--- src/rtl/ibar_handler.sv ---
// -----------------------------------------------------------------------------
// ibar_handler
//
// Purpose
//   Consumes the IBAR pulse raised by the fetch-queue pre-decoder. On an IBAR,
//   the block does the following in order:
//     1. Freezes and flushes the front end.
//     2. Waits for the back end and the store buffer to drain.
//     3. Optionally invalidates the whole I-cache.
//     4. Redirects fetch to the instruction after the IBAR.
//   It sits between the FIFO pre-decoder and the IF0 PC-select / I-cache
//   control.
//
// Build option
//   IBAR_ICACHE_INV_EN : when defined, an I-cache invalidate-all handshake is
//                        inserted between the drain and the redirect. When it
//                        is undefined:
//                          - o_ic_inv_req is tied to 0.
//                          - i_ic_inv_ready and i_ic_inv_done are ignored.
//                        The port list is the same in both builds.
//
// Parameters
//   PC_W   width of the PC and of the redirect address
//   CNT_W  width of the completed-IBAR counter
//
// Ports
//   clk               in   clock
//   rstn              in   asynchronous active-low reset
//   i_ibar_signal     in   1-cycle pulse: an IBAR is present in the current
//                          FIFO pair
//   i_pc_from_ibar    in   PC of inst0 of the pair that holds the IBAR
//   i_ibar_pos        in   0: inst0 is the IBAR, 1: inst1 is the IBAR
//   i_pipe_empty      in   the back end holds no in-flight instruction
//   i_sb_empty        in   the store buffer / D-cache writeback is drained
//   i_ic_inv_ready    in   the I-cache accepts the invalidate-all request
//   i_ic_inv_done     in   1-cycle pulse: the invalidate-all is complete
//   o_fe_stall        out  hold IF0/IF1/FIFO (high in every state except idle)
//   o_fe_flush        out  1-cycle pulse: clear the IF stages and the fetch FIFO
//   o_ic_inv_req      out  invalidate-all request (valid of a valid/ready pair)
//   o_redirect_valid  out  1-cycle pulse: load o_redirect_pc into the fetch PC
//   o_redirect_pc     out  address of the instruction after the IBAR
//   o_busy            out  the handler is not idle (always equal to o_fe_stall)
//   o_ibar_cnt        out  number of completed IBARs (wraps)
//
// All outputs come straight from flops, so no combinational path runs from
// any input to any output.
// -----------------------------------------------------------------------------
module ibar_handler #(
   parameter int PC_W  = 32,
   parameter int CNT_W = 32
) (
   input  logic             clk,
   input  logic             rstn,
   input  logic             i_ibar_signal,
   input  logic [PC_W-1:0]  i_pc_from_ibar,
   input  logic             i_ibar_pos,
   input  logic             i_pipe_empty,
   input  logic             i_sb_empty,
   input  logic             i_ic_inv_ready,
   input  logic             i_ic_inv_done,
   output logic             o_fe_stall,
   output logic             o_fe_flush,
   output logic             o_ic_inv_req,
   output logic             o_redirect_valid,
   output logic [PC_W-1:0]  o_redirect_pc,
   output logic             o_busy,
   output logic [CNT_W-1:0] o_ibar_cnt
);

   typedef enum logic [2:0] {
      ST_IDLE,
      ST_FLUSH,
      ST_DRAIN,
      ST_INV_REQ,
      ST_INV_WAIT,
      ST_REDIRECT
   } state_t;

   state_t            r_state;
   state_t            w_next_state;

   logic              r_fe_stall;
   logic              r_fe_flush;
   logic              r_redirect_valid;
   logic [PC_W-1:0]   r_redirect_pc;
   logic [CNT_W-1:0]  r_ibar_cnt;

   logic              w_fe_stall_nxt;
   logic              w_fe_flush_nxt;
   logic              w_redirect_valid_nxt;
   logic              w_drained;
   logic              w_accept;
   logic [PC_W-1:0]   w_pc_offset;

`ifdef IBAR_ICACHE_INV_EN
   logic              r_ic_inv_req;
   logic              r_inv_done_seen;
   logic              w_ic_inv_req_nxt;
   logic              w_handshake;
`else
   logic              w_unused_inv;
`endif

   // The back end is quiescent only when both drain conditions hold in the
   // same cycle.
   assign w_drained = i_pipe_empty && i_sb_empty;

   // An IBAR pulse is honoured only in idle. While busy, the front end is
   // stalled or flushed, so a pulse seen then cannot belong to a live
   // instruction and is dropped.
   assign w_accept  = (r_state == ST_IDLE) && i_ibar_signal;

   // The redirect target is the instruction after the IBAR: one slot past
   // inst0 or two slots past it. The sum wraps modulo 2^PC_W.
   assign w_pc_offset = i_ibar_pos ? PC_W'(8) : PC_W'(4);

`ifdef IBAR_ICACHE_INV_EN
   assign w_handshake = (r_state == ST_INV_REQ) && i_ic_inv_ready;
`else
   // The invalidate handshake inputs have no function in this build.
   assign w_unused_inv = i_ic_inv_ready ^ i_ic_inv_done;
`endif

   // ---------------------------------------------------------------------------
   // Next-state logic and next-output decode.
   // The outputs are a pure function of the state being entered, and they are
   // registered together with the state. They therefore line up with the
   // state itself and carry no input-to-output combinational path.
   // ---------------------------------------------------------------------------
   // NOTE: every signal written here gets a default at the top of the block, so
   // no path can leave it unassigned and infer a latch.
   always_comb begin
      w_next_state         = r_state;
      w_fe_stall_nxt       = 1'b0;
      w_fe_flush_nxt       = 1'b0;
      w_redirect_valid_nxt = 1'b0;
`ifdef IBAR_ICACHE_INV_EN
      w_ic_inv_req_nxt     = 1'b0;
`endif

      case (r_state)
         ST_IDLE: begin
            if (i_ibar_signal) begin
               w_next_state = ST_FLUSH;
            end
         end

         ST_FLUSH: begin
            w_next_state = ST_DRAIN;
         end

         ST_DRAIN: begin
            if (w_drained) begin
`ifdef IBAR_ICACHE_INV_EN
               w_next_state = ST_INV_REQ;
`else
               w_next_state = ST_REDIRECT;
`endif
            end
         end

`ifdef IBAR_ICACHE_INV_EN
         ST_INV_REQ: begin
            // The request stays up until the I-cache takes it.
            if (i_ic_inv_ready) begin
               w_next_state = ST_INV_WAIT;
            end
         end

         ST_INV_WAIT: begin
            // The done pulse may already have arrived in the handshake cycle.
            // The sticky flag covers that case, and this state then lasts
            // one cycle.
            if (i_ic_inv_done || r_inv_done_seen) begin
               w_next_state = ST_REDIRECT;
            end
         end
`else
         ST_INV_REQ,
         ST_INV_WAIT: begin
            w_next_state = ST_IDLE;
         end
`endif

         ST_REDIRECT: begin
            w_next_state = ST_IDLE;
         end

         default: begin
            w_next_state = ST_IDLE;
         end
      endcase

      w_fe_stall_nxt       = (w_next_state != ST_IDLE);
      w_fe_flush_nxt       = (w_next_state == ST_FLUSH);
      w_redirect_valid_nxt = (w_next_state == ST_REDIRECT);
`ifdef IBAR_ICACHE_INV_EN
      w_ic_inv_req_nxt     = (w_next_state == ST_INV_REQ);
`endif
   end

   // ---------------------------------------------------------------------------
   // State and output registers
   // ---------------------------------------------------------------------------
   // NOTE: state uses non-blocking assignments, so every flop samples values
   // from before the clock edge and the order of statements does not matter.
   always_ff @(posedge clk or negedge rstn) begin
      if (!rstn) begin
         r_state          <= ST_IDLE;
         r_fe_stall       <= 1'b0;
         r_fe_flush       <= 1'b0;
         r_redirect_valid <= 1'b0;
         r_redirect_pc    <= '0;
         r_ibar_cnt       <= '0;
      end else begin
         r_state          <= w_next_state;
         r_fe_stall       <= w_fe_stall_nxt;
         r_fe_flush       <= w_fe_flush_nxt;
         r_redirect_valid <= w_redirect_valid_nxt;

         if (w_accept) begin
            r_redirect_pc <= i_pc_from_ibar + w_pc_offset;
         end

         // Count on entry to REDIRECT so the new value appears with the
         // redirect pulse.
         if (w_next_state == ST_REDIRECT) begin
            r_ibar_cnt <= r_ibar_cnt + CNT_W'(1);
         end
      end
   end

`ifdef IBAR_ICACHE_INV_EN
   always_ff @(posedge clk or negedge rstn) begin
      if (!rstn) begin
         r_ic_inv_req    <= 1'b0;
         r_inv_done_seen <= 1'b0;
      end else begin
         r_ic_inv_req    <= w_ic_inv_req_nxt;
         // Set only by a done that coincides with the handshake. It is read
         // in the single INV_WAIT cycle that follows, then clears by itself.
         r_inv_done_seen <= w_handshake && i_ic_inv_done;
      end
   end

   assign o_ic_inv_req = r_ic_inv_req;
`else
   assign o_ic_inv_req = 1'b0;
`endif

   assign o_fe_stall       = r_fe_stall;
   assign o_busy           = r_fe_stall;
   assign o_fe_flush       = r_fe_flush;
   assign o_redirect_valid = r_redirect_valid;
   assign o_redirect_pc    = r_redirect_pc;
   assign o_ibar_cnt       = r_ibar_cnt;

   // ---------------------------------------------------------------------------
   // Protocol properties
   // ---------------------------------------------------------------------------
   a_flush_single_cycle : assert property (
      @(posedge clk) disable iff (!rstn) o_fe_flush |=> !o_fe_flush);

   a_redirect_single_cycle : assert property (
      @(posedge clk) disable iff (!rstn) o_redirect_valid |=> !o_redirect_valid);

`ifdef IBAR_ICACHE_INV_EN
   a_inv_req_held : assert property (
      @(posedge clk) disable iff (!rstn) (o_ic_inv_req && !i_ic_inv_ready) |=> o_ic_inv_req);
`endif

endmodule
--- config.mk ---
export PLATFORM = sky130hd
export DESIGN_NAME = ibar_handler
export DESIGN_NICKNAME = d
export VERILOG_FILES = /design/src/rtl/ibar_handler.sv
export SDC_FILE = /design/constraint.sdc
export NUM_CORES = 1
export LEC_CHECK = 0
export ABC_AREA = 1
export BUFFER_PORTS_ARGS = -buffer_cell sky130_fd_sc_hd__buf_2
export CORE_MARGIN = 3
export CORE_UTILIZATION = 30
export CTS_CLUSTER_SIZE = 40
export DETAILED_ROUTE_END_ITERATION = 8
export PLACE_DENSITY = 0.56
export SLEW_MARGIN = 10
export SYNTH_ARGS = -nofsm -noshare
export SYNTH_HDL_FRONTEND = slang
export SYNTH_SLANG_ARGS = --single-unit
--- constraint.sdc ---
create_clock -name clk -period 1.63 [get_ports clk]
set_input_delay 0.326 -clock clk [delete_from_list [all_inputs] [get_ports clk]]
set_output_delay 0.326 -clock clk [all_outputs]
set_load 0.02 [all_outputs]
# [Word-level counts from Yosys, hierarchy flattened]
# Cells that the tools add are included.
[classes] n_eq_ne=4 mux=4 n_reduce_logical=4 n_addsub=2
[ops] cell="$add 32x1->32 const B" count=1
[ops] cell="$add 32x4->32" count=1
[ops] cell="$pmux 3 s3" count=1
[ops] cell="$eq 3x1->1 const B" count=2
[ops] cell="$mux 3" count=2
[ops] cell="$mux 4" count=1
[ops] cell="$eq 3x2->1 const B" count=1
[ops] cell="$eq 3x3->1 const B" count=1
[ops] cell="$logic_not 3->1" count=1
[ops] cell="$reduce_bool 3->1" count=1
[ops] cell="$logic_and 1x1->1" count=2
[totals] word_cells=20 inputBits=40 ff_bits=70

# [Logic depth before layout (Yosys ltp)]
[depth] ltp_word=4 mapped_depth=12 mapped_depth_nobuf=12

# [Least setup slack after synthesis]
# No wires, ideal clock.
[synth_path] path_kind="input -> register" start="in i_ibar_pos" end="reg r_redirect_pc[16], in the netlist o_redirect_pc[16]" stages=10 required_time_ns=1.513 path_slack_ns=-0.081 arrival_ns=1.593 setup_ns=0.117 n_path_buf=0 path_cell_list="inv_1 ha_1 fa_1 nand2_1 nor2_1 nand3_1 nor2_1 or2_2 nand3_1 nand2_1"
[synth_between] elab_chain_cells=2
[synth_lines] item="start: declaration" line="56" rtl="input logic i_ibar_pos,"
[synth_lines] item="$mux 4" line="115" rtl="assign w_pc_offset = i_ibar_pos ? PC_W'(8) : PC_W'(4);"
[synth_lines] item="$add 32x4->32" line="222" rtl="r_redirect_pc <= i_pc_from_ibar + w_pc_offset;"
[synth_lines] item="end signal: assignment" line="222"
[synth_lines] item="end: declaration" line="85" rtl="logic [PC_W-1:0] r_redirect_pc;"
# No other way between the ends.
# A chain may end at the register's enable or synchronous reset.

# [Final worst setup path]
[layout_path] start="in i_ibar_pos" end="reg r_redirect_pc[26], in the netlist o_redirect_pc[26]"
# Same word-level chain as after synthesis.

==> flow_metrics.py <==
metrics = {
    "run_status": {
        "status": "completed",
    },
    "finish": {
        "drive_gt1_frac": 0.248,
        "syn_to_final_growth_pct": 27.3,
        "antenna_cells": 0,
        "final_util": 0.391,
        "layout.cells.non_filler": 917,
        "nets": 777,
    },
    "synthesis": {
        "netlist_area_mm2": 0.00428,
        "syn_inst": 604,
        "synth-async-reset-ratio": 1.00,
        "avgSynthCellArea_um2": 7.08,
        "yosys-top-cells-area": "dfrtp_1 41%, nand2_1 23%, nor2_1 6.5%",
        "synth_nets": 648,
        "ys_warn_count": 0,
        "yosysTopAreaCellShare": 0.409,
        "synth_edf_count": 0,
        "synthFlopType": "dfrtp_1",
        "yosys.cell_types.count": 33,
        "synth-seq-cells": 70,
        "yosysTopAreaCell": "dfrtp_1",
        "synth-seq-area-share": 0.409,
    },
    "cts": {
        "htreeDepth": 3,
        "numClockSinks": 70,
        "cts_root_buffer": "clkbuf_16",
        "clk_pin_slew_worst_paths_ns": 0.06,
        "clk_latency_ns": 0.34,
        "cts_buffers": 9,
        "cts_tree": "built",
        "cts_buffer_depth": 2,
    },
    "min_path": {
        "hold_path_class": "input pin to flip-flop",
        "hp-start": "i_pc_from_ibar[0]",
    },
    "timing": {
        "finalMaxSlewViolations": 0,
        "hold_viol_final": 0,
        "timing.hold.ws_ns": 0.190,
        "setup_viol": 0,
        "clock_skew_ns": 0.00504,
        "fmax_mhz": 662,
        "period_needed_ns": 1.51,
        "fin_crit_sh": 0.927,
        "rsz0062_at_grt": "true",
    },
    "global_routing": {
        "grt_overflow": 0,
        "grt_antenna_before_repair": 0,
        "grt_start_max_net_pins": 41,
        "grt_pass1_wl_mm": 19.4,
        "grt_use_total": 0.153,
        "grt_pass1_vias": 4022,
    },
    "floorplanning": {
        "boundaryPins": 109,
        "die_area_mm2": 0.0157,
        "die_h_um": 125,
        "core-area_mm2": 0.0139,
        "initial_utilization": 0.307,
        "die_w_um": 125,
        "rows": 43,
    },
    "worst_setup_path": {
        "cp_common_cell": "nand2_1",
        "slowest_stage": "fa_2",
        "startpoint": "i_ibar_pos",
        "crit_path_max_fanout": 3,
        "path_delay_family": "simple AND/OR/NAND/NOR gates",
        "crit_chain": "buf_2 -> inv_1 -> ha_2 -> fa_2 -> nand2_1 -> nor2_1 -> nand2_1 -> buf_4 -> inv_1 -> nand2_1 -> nand2_1 -> nand2_1 -> nand2_1 -> nand2_1",
        "crit_required_ns": 1.86,
        "r2r-start": "o_ibar_cnt[1]",
        "crit_type": "input pin to flip-flop",
        "worstSetupEndpointType": "flip-flop",
        "crit_arrival_ns": 1.75,
        "startpoint_type": "input pin",
        "critical-path-max-stage-delay_ns": 0.23,
        "path_buf_inv": 4,
    },
    "route": {
        "drcViolationCount": 0,
        "wl_mm": 11.7,
        "drt_iter0_markers": 157,
        "avgViaCountPerCell": 4.43,
        "ant_nets": 0,
        "wl_per_cell_um": 12.7,
        "dr_total_vias": 4062,
        "dr.pass1.iters": 6,
    },
    "flow_run": {
        "max_cap_viol_count": 0,
    },
    "power": {
        "p_per_area_mw_per_mm2": 1190,
        "cellLeakagePower_uw": 0.00276,
        "ir_worst_vdd_uv": 557,
    },
    "place": {
        "dpl.hpwl_mm": 9.05,
        "port_buffers": 105,
        "dpl.cell_count": 898,
        "gp_congestion": 0.846,
    },
}
[metal layers]
layer	vias to the layer above	track usage	part of all wire	routed length, µm
met5	-	0	0	0
met4	0	0.0708	0.022	261
met3	20	0.0367	0.056	657
met2	99	0.247	0.46	5350
met1	1809	0.194	0.46	5400
li1	2134	-	-	-
[through the flow]
step	power [µW]	TNS [ns]	setup slack, ns	cell area (µm²)
detailed placement	4780	-2.83	-0.240	5150
global placement	4770	-2.53	-0.222	5150
floorplan	3930	0	0.0131	4290
global route	6920	-0.0120	-0.0120	5450
finish	6490	0	0.119	5450
CTS	6590	0	0.0449	5410
[area by class of cell]
| type | instances | area [µm²] |
|---|---|---|
| fillers | 1518 | 8490 |
| multi-input cells | 483 | 2320 |
| flip-flops and latches | 70 | 1750 |
| repair buffers | 130 | 747 |
| clock buffers | 13 | 240 |
| well taps | 180 | 225 |
| inverters | 39 | 149 |
| clock inverters | 2 | 10.0 |
[tightest hold or removal path, delay by kind of cell]
family                 cells  cell delay (ns)
buffers and inverters      1             0.07
and+or+nand+nor            2             0.09
[kinds of logic (layout without fill, tap and decap cells)]
logic type	count (synthesis)	in the layout	share of synthesized area
adder cells (fa/ha/maj)	4	4	0.0135
AO/OA/AOI/OAI	17	17	0.0228
XOR/XNOR	25	25	0.0512
flip-flops	70	70	0.409
other	1	1	0.000877
buffers and inverters	51	184	0.0532
AND/OR/NAND/NOR	436	436	0.449
[Yosys cell counts (2+ instances only)]
library cell,instances
nor2_2,14
o21ai_1,4
nand2_4,3
inv_2,2
inv_1,37
nor2_1,74
nand2_1,265
o21ai_0,7
nand3b_1,14
buf_4,9
xor2_1,15
nand4_1,6
and2_1,3
ha_1,3
dfrtp_1,70
nand2_2,8
nor2_4,5
o21bai_1,3
nand3_1,33
xnor2_1,10
nor3_1,5
buf_2,2
nand3_2,2
[cell usage in the layout (no fill, tap or decap), types with 2 or more instances in the layout]
| master | instances |
|---|---|
| nand2_1 | 265 |
| buf_2 | 104 |
| nor2_1 | 73 |
| dfrtp_1 | 69 |
| inv_1 | 37 |
| nand3_1 | 32 |
| buf_4 | 22 |
| xor2_1 | 15 |
| nand3b_1 | 14 |
| nor2_2 | 13 |
| xnor2_1 | 10 |
| clkbuf_16 | 9 |
| nand2_2 | 8 |
| o21ai_0 | 7 |
| nor2_4 | 7 |
| nand4_1 | 6 |
| nor3_1 | 5 |
| o21ai_1 | 4 |
| clkbuf_1 | 4 |
| nand2_4 | 3 |
| and2_1 | 3 |
| nand3_2 | 3 |
| o21bai_1 | 3 |
| ha_1 | 2 |
| clkinv_2 | 2 |
| buf_12 | 2 |
[state kept, by name, indices dropped and copies added (netlist names)]
name,count
o_redirect_valid,1
o_ibar_cnt,32
o_busy,1
o_fe_flush,1
o_redirect_pc,32
r_state,3
[worst paths after layout]
kind | cells past startpoint | slack, ns | end
max in group asynchronous | 3 | 0.67 | o_redirect_pc[27]
min in group asynchronous | 2 | 0.44 | o_ibar_cnt[2]
worst min register to register | 2 | 0.47 | o_redirect_pc[2]
worst max-delay path | 14 | 0.12 | o_redirect_pc[26]
worst max register to register | 7 | 0.13 | o_ibar_cnt[18]
worst min-delay path | 3 | 0.19 | o_redirect_pc[0]
[repair_timing]
item / in CTS / in global routing
setup buffers: 0 / 3
endpoints found under the hold margin: 25 / 0
gates resized for setup: 0 / 6
hold buffers: 1 / 0
endpoints found under the setup margin: 0 / 17
[report_power, final]
group / total (µW) / switching (µW) / internal [µW]
clock network: 1750 / 731 / 1020
logic: 2260 / 1490 / 767
registers: 2480 / 269 / 2210
total: 6490 / 2490 / 4000
No activity file was read; power rests on OpenSTA's default activity.
